## src/rtl/tomasulo_pkg.sv

```systemverilog
// Shared types and widths for the Tomasulo memory pipeline.
package tomasulo_pkg;

  localparam int unsigned DATA_W = 16;
  localparam int unsigned ADDR_W = 4;
  localparam int unsigned TAG_W  = 3;

  typedef enum logic {
    OP_LOAD  = 1'b0,
    OP_STORE = 1'b1
  } op_e;

  typedef enum logic [1:0] {
    ST_IDLE   = 2'd0,
    ST_WRITE  = 2'd1,
    ST_RESULT = 2'd2
  } lsb_state_e;

endpackage

```

## src/rtl/lsb_entry.sv

```systemverilog
// One load/store buffer slot: holds the op fields and snoops the CDB for a
// pending store operand.
module lsb_entry
  import tomasulo_pkg::*;
#(
  parameter int unsigned TAG_W = 3
) (
  input  logic              clk_i,
  input  logic              rst_ni,
  input  logic              wr_en_i,
  input  logic              wr_op_i,
  input  logic [TAG_W-1:0]  wr_tag_i,
  input  logic [ADDR_W-1:0] wr_addr_i,
  input  logic              wr_data_rdy_i,
  input  logic [DATA_W-1:0] wr_data_i,
  input  logic [TAG_W-1:0]  wr_data_tag_i,
  input  logic              cdb_valid_i,
  input  logic [TAG_W-1:0]  cdb_tag_i,
  input  logic [DATA_W-1:0] cdb_data_i,
  output logic              op_o,
  output logic [TAG_W-1:0]  tag_o,
  output logic [ADDR_W-1:0] addr_o,
  output logic              data_rdy_o,
  output logic [DATA_W-1:0] data_o,
  output logic [TAG_W-1:0]  data_tag_o
);

  logic              op_q;
  logic [TAG_W-1:0]  tag_q;
  logic [ADDR_W-1:0] addr_q;
  logic              data_rdy_q;
  logic [DATA_W-1:0] data_q;
  logic [TAG_W-1:0]  data_tag_q;
  logic              new_hit;
  logic              held_hit;

  // A producer broadcasting in the enqueue cycle must not be missed.
  assign new_hit  = (wr_op_i == OP_STORE) && !wr_data_rdy_i && cdb_valid_i &&
                    (cdb_tag_i == wr_data_tag_i);
  assign held_hit = (op_q == OP_STORE) && !data_rdy_q && cdb_valid_i &&
                    (cdb_tag_i == data_tag_q);

  always_ff @(posedge clk_i or negedge rst_ni) begin
    if (!rst_ni) begin
      op_q       <= OP_LOAD;
      tag_q      <= '0;
      addr_q     <= '0;
      data_rdy_q <= 1'b0;
      data_q     <= '0;
      data_tag_q <= '0;
    end else if (wr_en_i) begin
      op_q       <= wr_op_i;
      tag_q      <= wr_tag_i;
      addr_q     <= wr_addr_i;
      data_tag_q <= wr_data_tag_i;
      data_rdy_q <= wr_data_rdy_i || new_hit;
      data_q     <= new_hit ? cdb_data_i : wr_data_i;
    end else if (held_hit) begin
      data_rdy_q <= 1'b1;
      data_q     <= cdb_data_i;
    end
  end

  assign op_o       = op_q;
  assign tag_o      = tag_q;
  assign addr_o     = addr_q;
  assign data_rdy_o = data_rdy_q;
  assign data_o     = data_q;
  assign data_tag_o = data_tag_q;

endmodule

```

## src/rtl/load_store_buffer.sv

```systemverilog
// In-order load/store buffer: FIFO of memory ops, head-only memory access,
// loads returned over the CDB with a valid/ready handshake.
module load_store_buffer
  import tomasulo_pkg::*;
#(
  parameter int unsigned DEPTH = 4,
  parameter int unsigned TAG_W = 3
) (
  input  logic              clock,
  input  logic              resetn,
  input  logic              issue_valid,
  output logic              issue_ready,
  input  logic              issue_op,
  input  logic [TAG_W-1:0]  issue_tag,
  input  logic [ADDR_W-1:0] issue_addr,
  input  logic              issue_data_rdy,
  input  logic [DATA_W-1:0] issue_data,
  input  logic [TAG_W-1:0]  issue_data_tag,
  input  logic              cdb_valid,
  input  logic [TAG_W-1:0]  cdb_tag,
  input  logic [DATA_W-1:0] cdb_data,
  output logic [ADDR_W-1:0] mem_addr,
  output logic              mem_write,
  output logic [DATA_W-1:0] mem_datain,
  input  logic [DATA_W-1:0] mem_dataout,
  output logic              ld_valid,
  output logic [TAG_W-1:0]  ld_tag,
  output logic [DATA_W-1:0] ld_data,
  input  logic              ld_ready
);

  localparam int unsigned PTR_W = (DEPTH > 1) ? $clog2(DEPTH) : 1;
  localparam int unsigned CNT_W = $clog2(DEPTH + 1);
  localparam logic [CNT_W-1:0] FULL = CNT_W'(DEPTH);

  logic [PTR_W-1:0] wr_ptr_q, wr_ptr_d;
  logic [PTR_W-1:0] rd_ptr_q, rd_ptr_d;
  logic [CNT_W-1:0] count_q, count_d;
  lsb_state_e       state_q;
  logic             mem_write_q;
  logic             ld_valid_q;
  logic [TAG_W-1:0] ld_tag_q;
  logic [DATA_W-1:0] ld_data_q;

  logic              e_op     [DEPTH];
  logic [TAG_W-1:0]  e_tag    [DEPTH];
  logic [ADDR_W-1:0] e_addr   [DEPTH];
  logic              e_rdy    [DEPTH];
  logic [DATA_W-1:0] e_data   [DEPTH];
  logic [TAG_W-1:0]  e_dtag   [DEPTH];

  logic              push;
  logic              pop;
  logic              head_valid;
  logic              head_op;
  logic              head_store_rdy;

  assign issue_ready = (count_q < FULL);
  assign push        = issue_valid && issue_ready;
  assign pop         = (state_q == ST_WRITE) || ((state_q == ST_RESULT) && ld_ready);

  for (genvar i = 0; i < DEPTH; i++) begin : g_entry
    lsb_entry #(.TAG_W(TAG_W)) u_entry (
      .clk_i         (clock),
      .rst_ni        (resetn),
      .wr_en_i       (push && (wr_ptr_q == PTR_W'(i))),
      .wr_op_i       (issue_op),
      .wr_tag_i      (issue_tag),
      .wr_addr_i     (issue_addr),
      .wr_data_rdy_i (issue_data_rdy),
      .wr_data_i     (issue_data),
      .wr_data_tag_i (issue_data_tag),
      .cdb_valid_i   (cdb_valid),
      .cdb_tag_i     (cdb_tag),
      .cdb_data_i    (cdb_data),
      .op_o          (e_op[i]),
      .tag_o         (e_tag[i]),
      .addr_o        (e_addr[i]),
      .data_rdy_o    (e_rdy[i]),
      .data_o        (e_data[i]),
      .data_tag_o    (e_dtag[i])
    );
  end

  assign head_valid = (count_q != '0);
  assign head_op    = e_op[rd_ptr_q];
  // Head store fires on the same edge its operand is captured from the CDB;
  // the entry holds that value by the time WRITE drives mem_datain.
  assign head_store_rdy = e_rdy[rd_ptr_q] ||
                          (cdb_valid && (cdb_tag == e_dtag[rd_ptr_q]));

  assign mem_addr   = e_addr[rd_ptr_q];
  assign mem_datain = (head_valid && (head_op == OP_STORE)) ? e_data[rd_ptr_q] : '0;

  always_comb begin
    wr_ptr_d = wr_ptr_q;
    rd_ptr_d = rd_ptr_q;
    count_d  = count_q;
    if (push) wr_ptr_d = wr_ptr_q + 1'b1;
    if (pop)  rd_ptr_d = rd_ptr_q + 1'b1;
    if (push && !pop)      count_d = count_q + 1'b1;
    else if (pop && !push) count_d = count_q - 1'b1;
  end

  always_ff @(posedge clock or negedge resetn) begin
    if (!resetn) begin
      wr_ptr_q <= '0;
      rd_ptr_q <= '0;
      count_q  <= '0;
    end else begin
      wr_ptr_q <= wr_ptr_d;
      rd_ptr_q <= rd_ptr_d;
      count_q  <= count_d;
    end
  end

  always_ff @(posedge clock or negedge resetn) begin
    if (!resetn) begin
      state_q     <= ST_IDLE;
      mem_write_q <= 1'b0;
      ld_valid_q  <= 1'b0;
      ld_tag_q    <= '0;
      ld_data_q   <= '0;
    end else begin
      unique case (state_q)
        ST_IDLE: begin
          if (head_valid) begin
            if (head_op == OP_LOAD) begin
              ld_data_q  <= mem_dataout;
              ld_tag_q   <= e_tag[rd_ptr_q];
              ld_valid_q <= 1'b1;
              state_q    <= ST_RESULT;
            end else if (head_store_rdy) begin
              mem_write_q <= 1'b1;
              state_q     <= ST_WRITE;
            end
          end
        end
        ST_WRITE: begin
          mem_write_q <= 1'b0;
          state_q     <= ST_IDLE;
        end
        ST_RESULT: begin
          if (ld_ready) begin
            ld_valid_q <= 1'b0;
            state_q    <= ST_IDLE;
          end
        end
        default: begin
          mem_write_q <= 1'b0;
          ld_valid_q  <= 1'b0;
          state_q     <= ST_IDLE;
        end
      endcase
    end
  end

  assign mem_write = mem_write_q;
  assign ld_valid  = ld_valid_q;
  assign ld_tag    = ld_tag_q;
  assign ld_data   = ld_data_q;

endmodule

```

## config.mk

```make
export PLATFORM = sky130hd
export DESIGN_NAME = load_store_buffer
export DESIGN_NICKNAME = d
export VERILOG_FILES = /design/src/rtl/tomasulo_pkg.sv /design/src/rtl/lsb_entry.sv /design/src/rtl/load_store_buffer.sv
export SDC_FILE = /design/constraint.sdc
export NUM_CORES = 1
export LEC_CHECK = 0
export CAP_MARGIN = 20
export CORE_UTILIZATION = 54
export CTS_CLUSTER_DIAMETER = 60
export DETAILED_ROUTE_END_ITERATION = 8
export PLACE_DENSITY_LB_ADDON = 0.2
export RECOVER_POWER = 25
export SETUP_SLACK_MARGIN = 0.2
export SYNTH_ARGS = -nofsm -noshare
export SYNTH_HDL_FRONTEND = slang
export SYNTH_SLANG_ARGS = --single-unit
```

## constraint.sdc

```tcl
create_clock -name clock -period 2.7 [get_ports clock]
set_input_delay 0.81 -clock clock [delete_from_list [all_inputs] [get_ports clock]]
set_output_delay 0.81 -clock clock [all_outputs]
set_load 0.03 [all_outputs]
```

==> run_results.csv <==
group,metric,value,unit
run_status,outcome,"complete, but fails checks",
run_status,violations,"setup timing",
drt,drt_iter0_drc,412,
clocking,cts_made_buffers,17,
sta,max_freq,0.3618,GHz
floorplan,die_y,115.0,µm
clocking,cts_root_buf,"clkbuf_16",
sta,drv_slew,0,
cells_and_area,antennaDiodeCount,0,
power_and_ir_drop,p_leak,4.015,nW
floorplan,rows,40,
critical_path,cp_max_fo,8,
drt,wl_met1,6.972,mm
place,post-place-cells,855,
synth,ys_ff_latch,142,
flow_run,max_cap_violations,0,
cells_and_area,instances_no_fill,895,
clocking,clk_latency,0.43,ns
synth,yosysMostFrequentCell,"dfrtp_1",
min_path,hold_class,"reg -> reg",
global_routing,grt_pass1_vias,5713,
drt,drc,0,
global_routing,grt_overflow,0,
synth,synth_edf_count,0,
synth,synthArstFlopShare,100.0,%
sta,worstMarginPinSlew,1.400,ns
clocking,cts_tree,"built",
place,gp_congestion,0.8506,
critical_path,critPathArrivalTime,1.95,ns
floorplan,die-area,13220,µm²
global_routing,grtUsageTotal,30.19,%
floorplan,core,12210,µm²
global_routing,grt_max_degree,55,
drt,post_drt_wl_per_cell,20.29,µm
drt,top_layer,"met4",
place,place_hpwl,11.86,mm
global_routing,antenna_found_initial,0,
floorplan,die_width,115.0,µm
drt,wl,18.16,mm
sta,max_slew_margin,6.643,%
cells_and_area,drive_above_1_share,29.57,%
drt,dr.pass1.iters,7,
sta,finalCriticalPeriod,2.764,ns
synth,synth_top_area_share,51.55,%
floorplan,pin_count,110,
clocking,clockBufferDepth,2,
synth,synth_common_cells,"dfrtp_1 (142), a21oi_1 (68), o22ai_1 (64), nand2_1 (56), mux2_2 (48)",
sta,fin_ws,-0.06374,ns
cells_and_area,syn_to_final_growth,36.65,%
global_routing,grt_pass1_wl,29.59,mm
synth,synth_area,6893,µm²
synth,yosysWarnings,0,
synth,avgSynthCellArea,12.11,µm²
synth,synthesis.nets,643,
cells_and_area,fillers,789,
power_and_ir_drop,power_density,1387,nW/µm²
sta,setup_viol,16,
sta,finalCritPeriodShare,102.4,%
synth,ys_types,35,
critical_path,crit_path_start_kind,"flop",
drt,detail-route-antenna-nets,0,
cells_and_area,design_area,9419,µm²
critical_path,path_class,"reg -> out",
synth,synthTopCellsByArea,"dfrtp_1 (52%), mux4_2 (8.8%), mux2_2 (7.8%)",
place,place_area,8522,µm²
clocking,htree_levels,4,
sta,finalHoldViolations,0,
place,io_buffers,109,
critical_path,required,1.89,ns
critical_path,crit_path_end_kind,"output port",
synth,yosysTopAreaCell,"dfrtp_1",
drt,met2WireLength,9.182,mm
sta,finClkSkew,0.005389,ns
synth,syn_inst,569,
power_and_ir_drop,peakVddDrop,0.0009425,V
sta,grt_setup_unrepaired,"true",
drt,avgViaCountPerCell,6.021,
drt,wl_met3,1.517,mm
clocking,path_clk_slew,0.06,ns
critical_path,reg2reg_slack,0.59,ns
clocking,clock-sinks,142,
synth,synth-main-ff-cell,"dfrtp_1",
synth,ys_seq_area_share,51.55,%
cells_and_area,nNetsFinal,788,
floorplan,initial_core_util,56.44,%
drt,vias,5389,
## layout make-up
| type | count | area [µm²] | area share (%) |
|---|---|---|---|
| well taps | 168 | 210.2 | 2.232 |
| clock buffers | 21 | 470.5 | 4.995 |
| multi-input cells | 367 | 3146 | 33.40 |
| repair buffers | 165 | 1749 | 18.57 |
| flip-flops and latches | 142 | 3555 | 37.74 |
| clock inverters | 11 | 210.2 | 2.232 |
| inverters | 21 | 78.83 | 0.8369 |
## repair_timing
| item | CTS | global route |
|---|---|---|
| setup buffers | 7 | 0 |
| gates resized for setup | 32 | 6 |
| pin swaps | 0 | 0 |
| endpoints found under the setup margin | 21 | 31 |
| gates cloned | 1 | 0 |
| hold buffers | 0 | 0 |
## metrics by stage
stage	utilization [%]	hold slack (ns)	TNS, ns	power, mW	setup WS, ns
global placement	69.78	0.4823	-5.506	9.514	-0.1025
detailed placement	69.78	0.4827	-8.254	9.747	-0.1880
global route	77.13	0.5157	-1.606	13.72	-0.1151
finish	77.13	0.4921	-0.7571	13.06	-0.06374
CTS	77.12	0.3628	-0.7645	13.06	-0.06200
floorplan	-	0.4552	0	7.803	0.2203
## final timing paths
kind	start	endpoint	depth (start not counted)
worst min-delay path	mem_write	mem_write	2
min in group asynchronous	resetn	ld_data[3]	1
worst min register to register	mem_write	mem_write	2
worst max-delay path	rd_ptr_q[0]	mem_datain[15]	6
worst max register to register	rd_ptr_q[0]	ld_data[1]	5
max in group asynchronous	resetn	g_entry[0].u_entry.data_o[13]	2
## per-layer routing
layer  track usage [%]  vias to the layer above
met5                 0                        -
met4             13.85                        0
met3             6.220                       43
met2             51.49                      285
met1             37.14                     2683
li1                  -                     2378
## where the power goes
part / internal (mW) / switching (mW)
sequential: 3.21 / 0.661
combinational: 3.42 / 3.09
clock: 1.80 / 0.871
## placed cells by master (no fill, tap or decap), types with 3 or more instances in the layout
cell / netlist / routed
dfrtp_1: 142 / 141
clkdlybuf4s50_1: 0 / 86
a21oi_1: 68 / 68
o22ai_1: 64 / 64
nand2_1: 56 / 56
mux2_2: 48 / 48
buf_4: 0 / 40
mux4_2: 27 / 27
inv_1: 21 / 21
xnor2_1: 19 / 19
clkbuf_16: 0 / 17
buf_6: 6 / 17
buf_12: 0 / 16
nor2b_2: 0 / 8
nor2_1: 8 / 8
nor2b_4: 0 / 7
and3b_1: 7 / 7
bufinv_16: 0 / 6
mux2i_1: 5 / 5
ha_1: 5 / 5
nor2b_1: 19 / 4
xor2_1: 4 / 4
nand4_1: 4 / 4
mux2i_4: 4 / 4
o41ai_4: 4 / 4
nor3_1: 3 / 3
nand3b_1: 3 / 3
clkbuf_8: 0 / 3
clkinv_2: 0 / 3
## worst max-delay path, stage by stage, from the launching register on
cell and delay (ns):
dfrtp_2 0.39, mux4_2 0.56, nand2b_4 0.12, buf_6 0.10
buf_12 0.13, nor2b_1 0.05, buf_4 0.16
## cells by family after synthesis
logic type	share of synthesized area (%)
AOI/OAI and AO/OA	13.32
xor gates and xnor gates	2.922
adders and majority gates	1.198
buffers and inverters	4.012
DFF	51.55
muxes	18.70
and+or+nand+nor	8.295
## sequential cells by signal, summed over array words and instances (netlist names), 2 cells and up
name / flops
g_entry.u_entry.data_tag_o: 12
wr_ptr_q: 2
rd_ptr_q: 2
g_entry.u_entry.data_rdy_o: 4
ld_data: 16
g_entry.u_entry.data_o: 64
state_q: 2
ld_tag: 3
g_entry.u_entry.op_o: 4
count_q: 3
g_entry.u_entry.addr_o: 16
g_entry.u_entry.tag_o: 12
(Power assumes the default switching activity.)
